--- src/rtl/z88_kbd_pkg.sv ---
// rtl/z88_kbd_pkg.sv - PS/2 byte constants, receiver states and Z88 keymap lookup
package z88_kbd_pkg;

  localparam logic [7:0] PS2_E0 = 8'hE0;
  localparam logic [7:0] PS2_F0 = 8'hF0;
  localparam logic [7:0] PS2_E1 = 8'hE1;
  localparam logic [7:0] PS2_AA = 8'hAA;
  localparam logic [7:0] PS2_FA = 8'hFA;
  localparam logic [7:0] PS2_FE = 8'hFE;
  localparam logic [7:0] PS2_EE = 8'hEE;

  localparam logic [2:0] PAUSE_SKIP = 3'd7;

  typedef enum logic [1:0] {
    RX_IDLE,
    RX_DATA,
    RX_PARITY,
    RX_STOP
  } rx_state_t;

  // Returns {hit, idx} with idx = row*8+col; key is {ext, scancode}.
  function automatic logic [6:0] keymap_lookup(input logic [8:0] key);
    logic [6:0] r;
    r = 7'd0;
    case (key)
      9'h01C: r = {1'b1, 6'd45};  // A
      9'h05A: r = {1'b1, 6'd6};   // Enter
      9'h029: r = {1'b1, 6'd46};  // Space
      9'h066: r = {1'b1, 6'd7};   // Backspace / Del
      9'h012: r = {1'b1, 6'd62};  // L-Shift
      9'h059: r = {1'b1, 6'd63};  // R-Shift
      9'h175: r = {1'b1, 6'd54};  // Up
      9'h172: r = {1'b1, 6'd53};  // Down
      9'h16B: r = {1'b1, 6'd38};  // Left
      9'h174: r = {1'b1, 6'd30};  // Right
      9'h015: r = {1'b1, 6'd44};  // Q
      9'h01A: r = {1'b1, 6'd42};  // Z
      9'h04B: r = {1'b1, 6'd41};  // L
      9'h045: r = {1'b1, 6'd40};  // 0
      9'h076: r = {1'b1, 6'd61};  // Esc
      default: r = 7'd0;
    endcase
    return r;
  endfunction

endpackage

--- src/rtl/ps2_rx.sv ---
// rtl/ps2_rx.sv - PS/2 input conditioning, frame receiver and mid-frame timeout
module ps2_rx
  import z88_kbd_pkg::*;
#(
  parameter int FILT_LEN = 8,
  parameter int TIMEOUT  = 2000
) (
  input  logic       i_clk,
  input  logic       i_rst,
  input  logic       i_ps2_clk,
  input  logic       i_ps2_dat,
  output logic [7:0] o_code,
  output logic       o_code_vld,
  output logic       o_frame_err
);

  localparam int FW = (FILT_LEN > 1) ? $clog2(FILT_LEN) : 1;
  localparam int TW = (TIMEOUT > 1) ? $clog2(TIMEOUT) : 1;
  localparam logic [FW-1:0] FILT_MAX = FW'(FILT_LEN - 1);
  localparam logic [TW-1:0] TO_MAX   = TW'(TIMEOUT - 1);

  logic [1:0]    r_clk_s;
  logic [1:0]    r_dat_s;
  logic          r_clk_f;
  logic [FW-1:0] r_filt_cnt;
  logic [TW-1:0] r_to_cnt;
  rx_state_t     r_state;
  logic [2:0]    r_bit_cnt;
  logic [7:0]    r_shift;
  logic          r_par;
  logic [7:0]    r_code;
  logic          r_code_vld;
  logic          r_frame_err;

  rx_state_t     w_state_nxt;
  logic [2:0]    w_bit_nxt;
  logic [7:0]    w_shift_nxt;
  logic          w_par_nxt;
  logic          w_vld_nxt;
  logic          w_err_nxt;
  logic          w_strobe;
  logic          w_dat;

  // Strobe fires in the cycle the filtered clock commits its falling transition.
  assign w_strobe = r_clk_f && !r_clk_s[1] && (r_filt_cnt == FILT_MAX);
  assign w_dat    = r_dat_s[1];

  always_ff @(posedge i_clk or posedge i_rst) begin
    if (i_rst) begin
      r_clk_s    <= 2'b11;
      r_dat_s    <= 2'b11;
      r_clk_f    <= 1'b1;
      r_filt_cnt <= '0;
    end else begin
      r_clk_s <= {r_clk_s[0], i_ps2_clk};
      r_dat_s <= {r_dat_s[0], i_ps2_dat};
      if (r_clk_s[1] == r_clk_f) begin
        r_filt_cnt <= '0;
      end else if (r_filt_cnt == FILT_MAX) begin
        r_clk_f    <= r_clk_s[1];
        r_filt_cnt <= '0;
      end else begin
        r_filt_cnt <= r_filt_cnt + 1'b1;
      end
    end
  end

  always_ff @(posedge i_clk or posedge i_rst) begin
    if (i_rst) begin
      r_state     <= RX_IDLE;
      r_bit_cnt   <= '0;
      r_shift     <= '0;
      r_par       <= 1'b0;
      r_to_cnt    <= '0;
      r_code      <= '0;
      r_code_vld  <= 1'b0;
      r_frame_err <= 1'b0;
    end else begin
      r_state     <= w_state_nxt;
      r_bit_cnt   <= w_bit_nxt;
      r_shift     <= w_shift_nxt;
      r_par       <= w_par_nxt;
      r_code_vld  <= w_vld_nxt;
      r_frame_err <= w_err_nxt;
      if (w_vld_nxt) r_code <= r_shift;
      if (w_strobe || r_state == RX_IDLE) r_to_cnt <= '0;
      else r_to_cnt <= r_to_cnt + 1'b1;
    end
  end

  always_comb begin
    w_state_nxt = r_state;
    w_bit_nxt   = r_bit_cnt;
    w_shift_nxt = r_shift;
    w_par_nxt   = r_par;
    w_vld_nxt   = 1'b0;
    w_err_nxt   = 1'b0;
    if (w_strobe) begin
      case (r_state)
        RX_IDLE: begin
          if (!w_dat) begin
            w_state_nxt = RX_DATA;
            w_bit_nxt   = '0;
          end
        end
        RX_DATA: begin
          w_shift_nxt = {w_dat, r_shift[7:1]};
          w_bit_nxt   = r_bit_cnt + 1'b1;
          if (r_bit_cnt == 3'd7) w_state_nxt = RX_PARITY;
        end
        RX_PARITY: begin
          w_par_nxt   = w_dat;
          w_state_nxt = RX_STOP;
        end
        RX_STOP: begin
          if (w_dat && (^{r_shift, r_par})) w_vld_nxt = 1'b1;
          else w_err_nxt = 1'b1;
          w_state_nxt = RX_IDLE;
        end
        default: w_state_nxt = RX_IDLE;
      endcase
    end else if (r_state != RX_IDLE && r_to_cnt == TO_MAX) begin
      w_err_nxt   = 1'b1;
      w_state_nxt = RX_IDLE;
    end
  end

  assign o_code      = r_code;
  assign o_code_vld  = r_code_vld;
  assign o_frame_err = r_frame_err;

endmodule

--- src/rtl/ps2_kbmat.sv ---
// rtl/ps2_kbmat.sv - PS/2 scancode decoder driving the Z88 64-bit key matrix
module ps2_kbmat
  import z88_kbd_pkg::*;
#(
  parameter int FILT_LEN = 8,
  parameter int TIMEOUT  = 2000
) (
  input  logic        mck,
  input  logic        rin,
  input  logic        ps2_clk,
  input  logic        ps2_dat,
  output logic [63:0] kbmat,
  output logic        code_vld,
  output logic [7:0]  code,
  output logic        frame_err
);

  logic [7:0]  w_code;
  logic        w_code_vld;
  logic        w_hit;
  logic [5:0]  w_idx;
  logic [63:0] r_kbmat;
  logic        r_ext;
  logic        r_brk;
  logic [2:0]  r_skip;

  ps2_rx #(
    .FILT_LEN (FILT_LEN),
    .TIMEOUT  (TIMEOUT)
  ) u_rx (
    .i_clk       (mck),
    .i_rst       (rin),
    .i_ps2_clk   (ps2_clk),
    .i_ps2_dat   (ps2_dat),
    .o_code      (w_code),
    .o_code_vld  (w_code_vld),
    .o_frame_err (frame_err)
  );

  assign {w_hit, w_idx} = keymap_lookup({r_ext, w_code});

  always_ff @(posedge mck or posedge rin) begin
    if (rin) begin
      r_kbmat <= '0;
      r_ext   <= 1'b0;
      r_brk   <= 1'b0;
      r_skip  <= '0;
    end else if (w_code_vld) begin
      // Pause emits E1 followed by seven bytes that must not touch the matrix.
      if (r_skip != 3'd0) begin
        r_skip <= r_skip - 1'b1;
      end else begin
        case (w_code)
          PS2_E0: r_ext <= 1'b1;
          PS2_F0: r_brk <= 1'b1;
          PS2_E1: begin
            r_skip <= PAUSE_SKIP;
            r_ext  <= 1'b0;
            r_brk  <= 1'b0;
          end
          PS2_AA, PS2_FA, PS2_FE, PS2_EE: ;
          8'h00, 8'hFF: begin
            r_kbmat <= '0;
            r_ext   <= 1'b0;
            r_brk   <= 1'b0;
          end
          default: begin
            if (w_hit) r_kbmat[w_idx] <= !r_brk;
            r_ext <= 1'b0;
            r_brk <= 1'b0;
          end
        endcase
      end
    end
  end

  assign kbmat    = r_kbmat;
  assign code     = w_code;
  assign code_vld = w_code_vld;

endmodule

--- config.mk ---
export PLATFORM = sky130hd
export DESIGN_NAME = ps2_kbmat
export DESIGN_NICKNAME = d
export VERILOG_FILES = /design/src/rtl/z88_kbd_pkg.sv /design/src/rtl/ps2_rx.sv /design/src/rtl/ps2_kbmat.sv
export SDC_FILE = /design/constraint.sdc
export NUM_CORES = 1
export LEC_CHECK = 0
export CORE_MARGIN = 2
export CORE_UTILIZATION = 38
export CTS_BUF_LIST = sky130_fd_sc_hd__clkbuf_8
export CTS_CLUSTER_SIZE = 28
export DETAILED_ROUTE_END_ITERATION = 7
export PLACE_DENSITY_LB_ADDON = 0.08
export RECOVER_POWER = 50
export SETUP_SLACK_MARGIN = 0.2
export SYNTH_ARGS = -nofsm -noshare
export SYNTH_HDL_FRONTEND = slang
export SYNTH_SLANG_ARGS = --single-unit
export TNS_END_PERCENT = 10
--- constraint.sdc ---
create_clock -name mck -period 9.02 [get_ports mck]
set_input_delay 1.804 -clock mck [delete_from_list [all_inputs] [get_ports mck]]
set_output_delay 1.804 -clock mck [all_outputs]
set_load 0.1 [all_outputs]
==> metrics <==
via/cell ratio=4.695; Die W=116.0 um; clk slew on worst S/H paths=100 ps; Synth Flop Type=dfrtp_1; Worst-Margin Slew=2775 ps; post-layout util=0.4787; WL/cell=13.59 um; initial core utilization=0.3938; RSZ-0062 raised after global routing=false; ratio of cells with drive above 1 in the final layout=0.1027; post-DP HPWL=6098 um; CP max stage cell=clkbuf_1; f_max=240.2 MHz; Max Slew Vio Count=50; Setup Viol. Count Final=0; initial antenna violation count=0; static leakage=2.619 nW; Clk Latency, worst-skew pair=370 ps; IO buf count=77; GP Congestion=0.7971; DRC violations left=0; Yosys cell types=48; Final nets=489; fin crit period=4163 ps; TritonCTS clock tree=built; H-Tree Depth=3; gr ovfl total=0; TNS Setup=0 ps; Layout fillers=1,139; VDD IR-drop max=0.07541 mV; register bit total from synthesis=112; commonest non-fill, non-tap cell in the layout=dfrtp_1; Gate Count Post-Synth=401; Total Routing Usage GR=0.1398; Synth Net Count=417; # Max-Cap Violations=1; commonest cells after routing, fill and taps aside=dfrtp_1, clkdlybuf4s50_1, nor2b_1; Vias=3,028; synth warn=0; vias in the first global route=2,978; die area=13,460 um2; Layout area overhead=21.56%; status=finished with violations; post-route ant nets=0; CORE AREA=12,110 um2; CTS hold repair buffers=0; Final Hold Viols=0; overall power=0.8127 mW; Synth Cell Area=4770 um2; crit path DAT=4310 ps; CTS Buf Count=9; Hold/Removal Path Class=flop to flop; Max-slew headroom=-0.8497; Setup CP Type=flop to flop; Critical Path Sink Type=flop; initial drt markers=136; TritonRoute pass-1 iters=4; num ports=78; drt total wl=8764 um; Syn Area/Cell=11.89 um2; Async SR Flop Fraction=1.000; Setup Fix Bufs, Post-CTS=0; CTS sink count=112; failing checks=capacitance limit, slew limit; row cnt=40; Worst setup SP type=flop; largest net degree at the start of global routing=87; cts repair resizes=0; Crit Path Max Fanout=49; clk buf depth=2; Crit path largest cell delay=1980 ps; required time of the worst setup path=9170 ps; sequential fraction of the synthesis area=0.5889; clock root cell=clkbuf_8; Final Cycle Share=0.4615; number of enable-type register cells in the synthesized netlist=0; crit-path cells=o21ai_0 > a211o_1 > nand4_1 > nor2_4 > clkbuf_1 > nor2b_1; Die Y=116.0 um; Setup Skew=5.980 ps; first-pass GRT wire length=14,690 um; PwrDens=140.2 nW/um2; n_diodes=0
-- layout make-up --
type / count / area, um2 / share of cell area
clock inverter: 4 / 28.78 / 0.004963
inverter: 27 / 102.6 / 0.01770
clock buffer: 11 / 151.4 / 0.02611
timing repair buffer: 79 / 782.0 / 0.1349
multi-input combinational: 244 / 1714 / 0.2956
tap: 168 / 210.2 / 0.03625
sequential: 112 / 2809 / 0.4845
-- Yosys cell counts, types with 3 or more instances --
library cell	count	area, um2
nand2_1	12	45.04
nand3_1	19	95.09
dfstp_2	5	131.4
nor3_1	5	25.02
xnor2_1	9	78.83
xor2_1	6	52.55
nor2_1	26	97.59
dfrtp_1	107	2678
o22ai_1	13	81.33
clkbuf_1	3	11.26
o21ai_0	11	55.05
nor2b_4	10	137.6
ha_1	12	150.1
nand2b_1	7	43.79
and3_1	5	31.28
buf_2	11	55.05
a21oi_1	14	70.07
inv_1	27	101.4
mux2_2	16	180.2
nand4_1	3	18.77
nor2b_1	43	269.0
-- state kept, by name, indices dropped and copies added, names as in the netlist, 2 cells and up --
| signal | flops |
|---|---|
| kbmat | 64 |
| r_skip | 3 |
| u_rx.o_code | 8 |
| u_rx.r_bit_cnt | 3 |
| u_rx.r_clk_s | 2 |
| u_rx.r_dat_s | 2 |
| u_rx.r_filt_cnt | 3 |
| u_rx.r_shift | 8 |
| u_rx.r_state | 2 |
| u_rx.r_to_cnt | 11 |
-- power by group --
part / switching, mW / internal [mW]
clock network: 0.165 / 0.115
registers: 0.00245 / 0.509
logic: 0.0142 / 0.00624
-- stage by stage --
step	std cells	instance area (um2)	worst slack (ps)	hold WS, ps
floorplan	401	4770	4265	345.2
global placement	630	5652	5407	346.4
detailed placement	630	5652	5387	346.8
CTS	645	5832	5062	361.6
global route	645	5798	4364	371.1
finish	645	5798	4857	360.5
-- routing by layer --
layer	track usage	vias up	share of wire
met5	0	-	0
met4	0.05952	0	0.018
met3	0.02720	11	0.037
met2	0.2175	64	0.47
met1	0.1925	1476	0.48
li1	-	1477	-
-- critical path: cells and delay by family, from the launching register on --
kind | cells | cell delay, ps
AND/OR/NAND/NOR | 3 | 1000
buffers and inverters | 1 | 1980
AO/OA/AOI/OAI | 2 | 410
flip-flops | 1 | 510
-- cells by family after synthesis --
kind of cell	after synthesis	share of synthesized area
compound gates	49	0.06296
xor+xnor	16	0.03227
fa+ha+maj	12	0.03148
buf+inv	45	0.04565
flops	112	0.5889
mux	20	0.04669
simple gates	147	0.1920
-- final timing paths --
check                           cells past startpoint           endpoint  slack [ps]       startpoint
min in group asynchronous                           2  u_rx.r_bit_cnt[2]        2100              rin
worst min-delay path                                0    u_rx.r_clk_s[1]         360  u_rx.r_clk_s[0]
worst max register to register                      6          kbmat[29]        4860   u_rx.o_code[2]
max in group asynchronous                           3           kbmat[7]        5330              rin
worst min register to register                      0    u_rx.r_clk_s[1]         360  u_rx.r_clk_s[0]
worst max-delay path                                6          kbmat[29]        4860   u_rx.o_code[2]
Power figures use the tool's default switching activity.
